## config.mk

```make
export PLATFORM = sky130hd
export DESIGN_NAME = logicnet_lut_layer_pipe
export DESIGN_NICKNAME = d
export VERILOG_FILES = /design/src/rtl/logicnet_lut_pkg.sv /design/src/rtl/logicnet_lut_bank.sv /design/src/rtl/logicnet_lut_layer_pipe.sv
export SDC_FILE = /design/constraint.sdc
export NUM_CORES = 1
export LEC_CHECK = 0
export CAP_MARGIN = 20
export CORE_ASPECT_RATIO = 0.75
export CORE_MARGIN = 2
export CORE_UTILIZATION = 45
export DETAILED_ROUTE_END_ITERATION = 10
export PLACE_DENSITY = 0.66
export RECOVER_POWER = 25
export SLEW_MARGIN = 0
export SYNTH_ARGS = -nofsm -noshare
export SYNTH_HDL_FRONTEND = slang
export SYNTH_SLANG_ARGS = --single-unit
```

## constraint.sdc

```tcl
create_clock -name clk -period 2.19 [get_ports clk]
set_input_delay 0.219 -clock clk [delete_from_list [all_inputs] [get_ports clk]]
set_output_delay 0.219 -clock clk [all_outputs]
set_load 0.02 [all_outputs]
```

## src/rtl/logicnet_lut_pkg.sv

```systemverilog
// rtl/logicnet_lut_pkg.sv - shared types and helpers for the LogicNet LUT layer
// Purpose: FSM state encoding and the table-parity helper used by bank and top.
// Ports: none (package).
package logicnet_lut_pkg;

    localparam int STATE_W = 2;

    typedef enum logic [STATE_W-1:0] {
        ST_CFG   = 2'b00,
        ST_RUN   = 2'b01,
        ST_DRAIN = 2'b10
    } state_e;

    // Select width never collapses to zero, even for a single-neuron layer.
    function automatic int sel_width(input int n);
        return (n > 1) ? $clog2(n) : 1;
    endfunction

    // Even parity over a table entry: XOR of all data bits.
    function automatic logic even_parity(input logic [31:0] data);
        return ^data;
    endfunction

endpackage

```

## src/rtl/logicnet_lut_bank.sv

```systemverilog
// rtl/logicnet_lut_bank.sv - one neuron's programmable truth table
// Purpose: 2**IN_BITS x OUT_BITS table with a synchronous write port and an
//          asynchronous read port. With LUT_PARITY_EN defined, each entry also
//          keeps an even-parity bit and the read port reports a parity mismatch.
// Ports:
//   clk, rst_n   clock, asynchronous active-low reset (clears every entry)
//   i_we         write strobe
//   i_waddr      write entry index
//   i_wdata      write entry value
//   i_raddr      read entry index
//   o_rdata      read entry value (combinational)
//   o_par_err    read entry fails parity (LUT_PARITY_EN only)
module logicnet_lut_bank
    import logicnet_lut_pkg::*;
#(
    parameter int IN_BITS  = 6,
    parameter int OUT_BITS = 2
) (
    input  logic                clk,
    input  logic                rst_n,
    input  logic                i_we,
    input  logic [IN_BITS-1:0]  i_waddr,
    input  logic [OUT_BITS-1:0] i_wdata,
    input  logic [IN_BITS-1:0]  i_raddr,
`ifdef LUT_PARITY_EN
    output logic                o_par_err,
`endif
    output logic [OUT_BITS-1:0] o_rdata
);

    localparam int DEPTH = 1 << IN_BITS;

    logic [OUT_BITS-1:0] r_mem [DEPTH];

    always_ff @(posedge clk or negedge rst_n) begin
        if (!rst_n) begin
            for (int i = 0; i < DEPTH; i++) begin
                r_mem[i] <= '0;
            end
        end else if (i_we) begin
            r_mem[i_waddr] <= i_wdata;
        end
    end

    assign o_rdata = r_mem[i_raddr];

`ifdef LUT_PARITY_EN
    logic r_par [DEPTH];

    // All-zero reset entries have even parity 0, so the cleared table is consistent.
    always_ff @(posedge clk or negedge rst_n) begin
        if (!rst_n) begin
            for (int i = 0; i < DEPTH; i++) begin
                r_par[i] <= 1'b0;
            end
        end else if (i_we) begin
            r_par[i_waddr] <= even_parity(32'(i_wdata));
        end
    end

    assign o_par_err = even_parity(32'(r_mem[i_raddr])) ^ r_par[i_raddr];
`endif

endmodule

```

## src/rtl/logicnet_lut_layer_pipe.sv

```systemverilog
// rtl/logicnet_lut_layer_pipe.sv - registered layer of programmable LUT neurons
// Purpose: N_NEURONS loadable truth tables (IN_BITS -> OUT_BITS each) behind a
//          one-stage valid/ready pipeline, with a CFG/RUN/DRAIN load FSM.
//          Optional macro LUT_PARITY_EN adds per-entry parity and a sticky error flag.
// Ports:
//   clk, rst_n                 clock, asynchronous active-low reset
//   cfg_start/cfg_done         request reload (RUN) / finish load (CFG)
//   cfg_we/cfg_sel/cfg_addr/cfg_data  table write, honoured in CFG only
//   state_o                    00 CFG, 01 RUN, 10 DRAIN
//   in_valid/in_ready/in_data  input vector handshake, IN_BITS per neuron
//   out_valid/out_ready/out_data  result handshake, OUT_BITS per neuron
//   parity_err                 sticky table-parity error (0 without LUT_PARITY_EN)
module logicnet_lut_layer_pipe
    import logicnet_lut_pkg::*;
#(
    parameter  int IN_BITS   = 6,
    parameter  int OUT_BITS  = 2,
    parameter  int N_NEURONS = 4,
    localparam int SEL_W     = sel_width(N_NEURONS)
) (
    input  logic                          clk,
    input  logic                          rst_n,
    input  logic                          cfg_start,
    input  logic                          cfg_done,
    input  logic                          cfg_we,
    input  logic [SEL_W-1:0]              cfg_sel,
    input  logic [IN_BITS-1:0]            cfg_addr,
    input  logic [OUT_BITS-1:0]           cfg_data,
    output logic [STATE_W-1:0]            state_o,
    input  logic                          in_valid,
    output logic                          in_ready,
    input  logic [N_NEURONS*IN_BITS-1:0]  in_data,
    output logic                          out_valid,
    input  logic                          out_ready,
    output logic [N_NEURONS*OUT_BITS-1:0] out_data,
    output logic                          parity_err
);

    state_e                        r_state;
    state_e                        w_next_state;
    logic                          r_out_valid;
    logic [N_NEURONS*OUT_BITS-1:0] r_out_data;
    logic [N_NEURONS*OUT_BITS-1:0] w_lut;
    logic                          w_cfg_wr;
    logic                          w_accept;

    assign w_cfg_wr = (r_state == ST_CFG) & cfg_we;
    assign in_ready = (r_state == ST_RUN) & (~r_out_valid | out_ready);
    assign w_accept = in_valid & in_ready;

`ifdef LUT_PARITY_EN
    logic [N_NEURONS-1:0] w_par_err;
`endif

    // Out-of-range cfg_sel values match no bank, so the write is dropped.
    for (genvar n = 0; n < N_NEURONS; n++) begin : g_neuron
        logicnet_lut_bank #(
            .IN_BITS  (IN_BITS),
            .OUT_BITS (OUT_BITS)
        ) u_bank (
            .clk       (clk),
            .rst_n     (rst_n),
            .i_we      (w_cfg_wr & (cfg_sel == SEL_W'(n))),
            .i_waddr   (cfg_addr),
            .i_wdata   (cfg_data),
            .i_raddr   (in_data[n*IN_BITS +: IN_BITS]),
`ifdef LUT_PARITY_EN
            .o_par_err (w_par_err[n]),
`endif
            .o_rdata   (w_lut[n*OUT_BITS +: OUT_BITS])
        );
    end

    // DRAIN leaves as soon as the output register is, or is about to be, empty;
    // no accept can happen in DRAIN, so a taken handshake means empty next cycle.
    always_comb begin
        w_next_state = r_state;
        case (r_state)
            ST_CFG:   if (cfg_done)                    w_next_state = ST_RUN;
            ST_RUN:   if (cfg_start)                   w_next_state = ST_DRAIN;
            ST_DRAIN: if (~r_out_valid | out_ready)    w_next_state = ST_CFG;
            default:                                   w_next_state = ST_CFG;
        endcase
    end

    always_ff @(posedge clk or negedge rst_n) begin
        if (!rst_n) begin
            r_state <= ST_CFG;
        end else begin
            r_state <= w_next_state;
        end
    end

    always_ff @(posedge clk or negedge rst_n) begin
        if (!rst_n) begin
            r_out_valid <= 1'b0;
            r_out_data  <= '0;
        end else if (w_accept) begin
            r_out_valid <= 1'b1;
            r_out_data  <= w_lut;
        end else if (out_ready) begin
            r_out_valid <= 1'b0;
        end
    end

`ifdef LUT_PARITY_EN
    logic r_parity_err;

    always_ff @(posedge clk or negedge rst_n) begin
        if (!rst_n) begin
            r_parity_err <= 1'b0;
        end else if (w_accept && (|w_par_err)) begin
            r_parity_err <= 1'b1;
        end
    end

    assign parity_err = r_parity_err;
`else
    assign parity_err = 1'b0;
`endif

    assign state_o   = r_state;
    assign out_valid = r_out_valid;
    assign out_data  = r_out_data;

endmodule

```

After elaboration in Yosys (flattened, before gate mapping)

Index checks and enable logic that the tools add are counted.

Add/sub/neg operators: 0
Multipliers: 0
Div/mod/pow operators: 0
Order comparisons: 6
Equal/unequal tests: 8
Shift operators: 0
Muxes and demuxes: 24
Bitwise operators: 14
Reduce and logical (&&, ||, !) cells: 5

Operators by type and width:

| operator                                                  | number |
|---|---|
| bitwise mux 128 bit                                       | 4 |
| binary-select mux 2 bit (select 6 bit)                    | 4 |
| greater-or-equal comparator 7 bit (second input constant) | 5 |
| NOT 6 -> 7 bit                                            | 5 |
| 2-to-1 mux 2 bit                                          | 12 |
| demux 2 bit (select 6 bit)                                | 1 |
| bitwise AND 1 bit                                         | 7 |
| < comparator 7 x 1 -> 1 bit (second input constant)       | 1 |
| equality test 2 bit (second input constant)               | 3 |
| != test 2 bit (second input constant)                     | 3 |
| one-hot mux 2 bit (3 select lines)                        | 1 |
| equality test 2 x 1 -> 1 bit (second input constant)      | 2 |
| zero test 2 bit                                           | 2 |
| AND reduction 3 bit                                       | 1 |
| 2-to-1 mux 1 bit                                          | 2 |
| nonzero test 2 bit                                        | 1 |
| logical AND 1 bit                                         | 1 |
| NOT 1 bit                                                 | 1 |
| bitwise OR 1 bit                                          | 1 |

Register bits after elaboration: 523
Bits in latches: 0
Bits in writable memories: 0
Bits in read-only memories: 0
Memories kept: 0

Logic depth before layout (Yosys ltp)

Depth after elaboration: 6
Depth in mapped cells: 8
Mapped depth without buffers: 6

Cells and area by module

Synthesis repeated with hierarchy kept, for this count alone.

Cells, all modules: 2033
Area, all modules: 25942.4 um2

By module, submodules not included:

| module                  | times used | cells each | area each (um2) |
|---|---|---|---|
| logicnet_lut_bank       | 4          | 499        | 6364.9 |
| logicnet_lut_layer_pipe | 1          | 37         | 483.0 |

Least setup slack after synthesis

OpenSTA, ideal clock, no wires.

Path type: register -> register
Start point: reg r_out_valid (netlist: out_valid)
End point: reg r_out_data[5] (netlist: out_data[5])
Data arrival time: 2.096 ns
Setup slack: -0.010 ns
Stages on the path, launching flop included: 8
Path buffers: 1
Cell sequence: dfrtp_1 nor2b_1 nor3b_1 and2_1 clkbuf_1 o211ai_1 a221o_1 o311ai_1

Word-level cells in the longest chain between the ends: 4

RTL lines:

| item                     | RTL line                       | source |
|---|---|---|
| start: declaration       | logicnet_lut_layer_pipe.sv:41  | `logic r_out_valid;` |
| start signal: assignment | logicnet_lut_layer_pipe.sv:96  | `r_out_valid <= 1'b0;` |
| start signal: assignment | logicnet_lut_layer_pipe.sv:99  | `r_out_valid <= 1'b1;` |
| start signal: assignment | logicnet_lut_layer_pipe.sv:102 | `r_out_valid <= 1'b0;` |
| NOT 1 bit                | logicnet_lut_layer_pipe.sv:48  | `assign in_ready = (r_state == ST_RUN) & (~r_out_valid \| out_ready);` |
| bitwise OR 1 bit         | logicnet_lut_layer_pipe.sv:48  |  |
| bitwise AND 1 bit        | logicnet_lut_layer_pipe.sv:48  |  |
| named net in_ready       | logicnet_lut_layer_pipe.sv:31  | `output logic in_ready,` |
| bitwise AND 1 bit        | logicnet_lut_layer_pipe.sv:49  | `assign w_accept = in_valid & in_ready;` |
| end signal: assignment   | logicnet_lut_layer_pipe.sv:100 | `r_out_data <= w_lut;` |
| end: declaration         | logicnet_lut_layer_pipe.sv:42  | `logic [N_NEURONS*OUT_BITS-1:0] r_out_data;` |

The timed path passes the listed nets, and every way through them passes these cells.
A chain may end at the register's enable or synchronous reset.

Final worst setup path

Start point: reg r_state[0] (netlist: state_o[0])
End point: reg g_neuron[0].u_bank.r_mem[41] in the netlist's numbering

Word-level cells in the longest chain between the ends: 3

RTL lines:

| item                           | RTL line                      | source |
|---|---|---|
| start: declaration             | logicnet_lut_layer_pipe.sv:39 | `state_e r_state;` |
| start signal: assignment       | logicnet_lut_layer_pipe.sv:90 | `r_state <= w_next_state;` |
| zero test 2 bit                | logicnet_lut_layer_pipe.sv:47 | `assign w_cfg_wr = (r_state == ST_CFG) & cfg_we;` |
| bitwise AND 1 bit              | logicnet_lut_layer_pipe.sv:47 |  |
| bitwise AND 1 bit              | logicnet_lut_layer_pipe.sv:63 | `.i_we (w_cfg_wr & (cfg_sel == SEL_W'(n))),` |
| end signal: indexed assignment | logicnet_lut_bank.sv:41       | `r_mem[i_waddr] <= i_wdata;` |
| end: declaration               | logicnet_lut_bank.sv:33       | `logic [OUT_BITS-1:0] r_mem [DEPTH];` |

Every way passes these cells.

==> impl_metrics.ini <==
[outcome]
outcome = finished with violations
violations = max-capacitance violations, max-slew violations

[cts]
cts_buffer_depth = 3
post_cts_buffers = 0
cts_root_buf = clkbuf_16
cts_tree = done
clock-sinks = 523
clkTransAtPathRegs_ns = 0.06
clkLatencyLatePin_ns = 0.62
cts_inserted_buffers = 54
ctsHtreeMaxLevel = 2

[placement]
pre_cts_ws_ns = -0.227
dp_cells = 2881
hpwl_um = 48900
routabilityCongestion = 0.904
io_buffers = 52

[yosys]
synth_warnings = 0
syn_avg_cell_area_um2 = 12.4
synth_area_mm2 = 0.0258
synthArstFlopShare_pct = 100
yosysTopAreaCellShare_pct = 50.6
synth_ff_type = dfrtp_1
netlist_instances = 2081
synth_edf_count = 0
synth_area_leaders = dfrtp_1 51%, mux2_2 23%, mux2i_1 7.1%, nand2_1 3.3%, nor2_1 2.9%
synth_cell_types = 44
yosysSeqAreaShare_pct = 50.6
yosys.area.top_type = dfrtp_1
synth_seq_cells = 523
synth_nets = 2122

[drt]
wirelength_um = 67500
drt_iter0_drc = 1661
postRouteAntennaNets = 0
routed_via_density = 5.75
drc_errors = 0
drtPass1Iterations = 6
post_drt_wl_per_cell_um = 22.6
routed-via-count = 17100

[power_and_ir_drop]
swShare_pct = 25.0
clkPwrFrac_pct = 43.1
seq_power_share_pct = 44.8
switching_power_uw = 5830
power_density_mw_per_mm2 = 773
ir_drop_mv = 0.589
internal-power_uw = 17500
leakage_uw = 0.0144
combinationalPowerShare_pct = 12.1

[timing]
tightest_slew_ns = 1.52
fin_worst_skew_ns = 0.0215
fmax_mhz = 475
setup_ws_ns = 0.0865
whs_ns = 0.148
min_period_ns = 2.10
rsz0062_at_grt = yes
finalSetupViolCount = 0
hold_violations = 0
slew_viol_final = 47
slew_headroom_pct = -1.16
finalCritPeriodShare_pct = 96.0

[critical_path]
crit_family = simple AND/OR/NAND/NOR gates
crit_chain = nor2_1 -> nand2_1 -> or3_2 -> buf_12 -> buf_12 -> nor2_1 -> mux2_2
arrival_ns = 2.60
worstPathRequired_ns = 2.68
cp_num_buf_inv = 2
crit_slowest_cell = or3_2
startpoint_type = flip-flop
critPathKind = reg2reg
end_kind = flip-flop
slowest_delay_ns = 0.44
path_max_fanout = 21

[cells_and_area]
area_growth_pct = 16.7
final_nets = 2238
drive_above_1_share_pct = 38.0
layout_common_cells = 523 x dfrtp_1, 520 x mux2_2, 226 x nand2_1
postLayoutCoreUtil_pct = 52.9
fin_cells = 2983
num_antenna_cells = 0
final_common_cell = dfrtp_1

[global_routing]
grt_max_degree = 79
grt_pass1_wl_um = 105000
grt_pass1_vias = 17300
track_usage_pct = 23.1
grt_overflow = 0
antenna_found_initial = 0

[floorplanning]
die_x_um = 281
core_mm2 = 0.0571
initial_core_util_pct = 45.3
die_area_mm2 = 0.0594
num_io_pins = 54
row_count = 76
die_y_um = 212

[min_path]
hold_path_class = in2reg

[job]
maxCapViolCount = 1
-- final cells by class --
cell class              count  area (µm²)
clock buffers              75        1600
clock inverters            26         359
fillers                  4771       26900
multi-input cells        1399       12000
flip-flops and latches    523       13100
well taps                 741         927
repair buffers            219        2150
-- synth_stat cells, drive strengths merged (2+ instances only) --
library cell    n
dfrtp         523
nor2b          16
nor3           20
nand4b          8
nand2         227
a22oi          48
nor2          202
o311ai          8
nand3b          5
clkbuf         89
buf            70
or2             2
a22o           24
mux4           40
a221o           8
nor4            8
nand2b          5
and2            9
a31oi           8
a221oi          8
or3b            3
nor3b           4
mux2          520
a2111oi         8
o311a           8
and3            3
and3b           4
mux2i         184
nand3           4
o211ai          8
or3             3
-- worst register-to-register path, delay by kind of cell, from the launching register on --
kind,cells,cell delay [ns]
simple gates,4,0.88
flops,1,0.38
mux,1,0.37
buf+inv,2,0.35
-- per-layer routing --
layer / vias up / track usage [%] / part of all wire, %
met1: 8837 / 37.5 / 51
met3: 78 / 6.03 / 8.1
met4: 0 / 4.31 / 1.4
met2: 539 / 30.4 / 39
met5: - / 0 / 0
li1: 7687 / - / -
-- stage by stage --
step	setup TNS, ns	power (µW)	area, µm²
final	0	23300	30200
after global routing	-0.0171	24200	30200
after CTS	0	23500	30200
after detailed placement	-21.67	13500	28200
after global placement	-13.22	13400	28200
after floorplan	0	12100	25900
-- sequential cells by signal, summed over array words and instances (netlist names) --
name / cells
g_neuron.u_bank.r_mem: 512
out_valid: 1
out_data: 8
state_o: 2
-- path summary, 6_finish.rpt --
path	from	endpoint	slack, ns	depth (start not counted)
worst min-delay path	cfg_data[0]	g_neuron[1].u_bank.r_mem[116]$_DFFE_PN0P_	0.15	2
worst min register to register	g_neuron[2].u_bank.r_mem[47]$_DFFE_PN0P_	g_neuron[2].u_bank.r_mem[47]$_DFFE_PN0P_	0.50	1
max in group asynchronous	rst_n	g_neuron[3].u_bank.r_mem[43]$_DFFE_PN0P_	0.32	3
worst max register to register	state_o[0]$_DFFE_PN0P_	g_neuron[0].u_bank.r_mem[41]$_DFFE_PN0P_	0.09	7
worst max-delay path	state_o[0]$_DFFE_PN0P_	g_neuron[0].u_bank.r_mem[41]$_DFFE_PN0P_	0.09	7
min in group asynchronous	rst_n	g_neuron[3].u_bank.r_mem[75]$_DFFE_PN0P_	0.52	2
-- power by group through the flow --
stage / Clock, µW / Combinational [µW] / Sequential (µW)
after floorplan: 0 / 1490 / 10700
after global placement: 0 / 2780 / 10600
after detailed placement: 0 / 2840 / 10600
after CTS: 10200 / 2840 / 10500
after global routing: 10700 / 3050 / 10500
final: 10000 / 2820 / 10500
-- logic make-up (layout without fill, tap and decap cells) --
family | count (synthesis) | after routing | share of synthesized area [%]
and+or+nand+nor | 524 | 524 | 8.71
other | 1 | 1 | 0.0145
buffers and inverters | 159 | 320 | 2.99
DFF | 523 | 523 | 50.6
AOI/OAI and AO/OA | 130 | 130 | 4.26
muxes | 744 | 744 | 33.4
-- timing repair --
item / CTS / global route
gates cloned: 0 / 0
resized for setup: 2 / 14
endpoints found under the hold margin: 283 / 0
pin swaps: 0 / 0
hold buffers: 1 / 0
endpoints found under the setup margin: 3 / 20
Note: power is estimated with default switching activity, not from simulation.
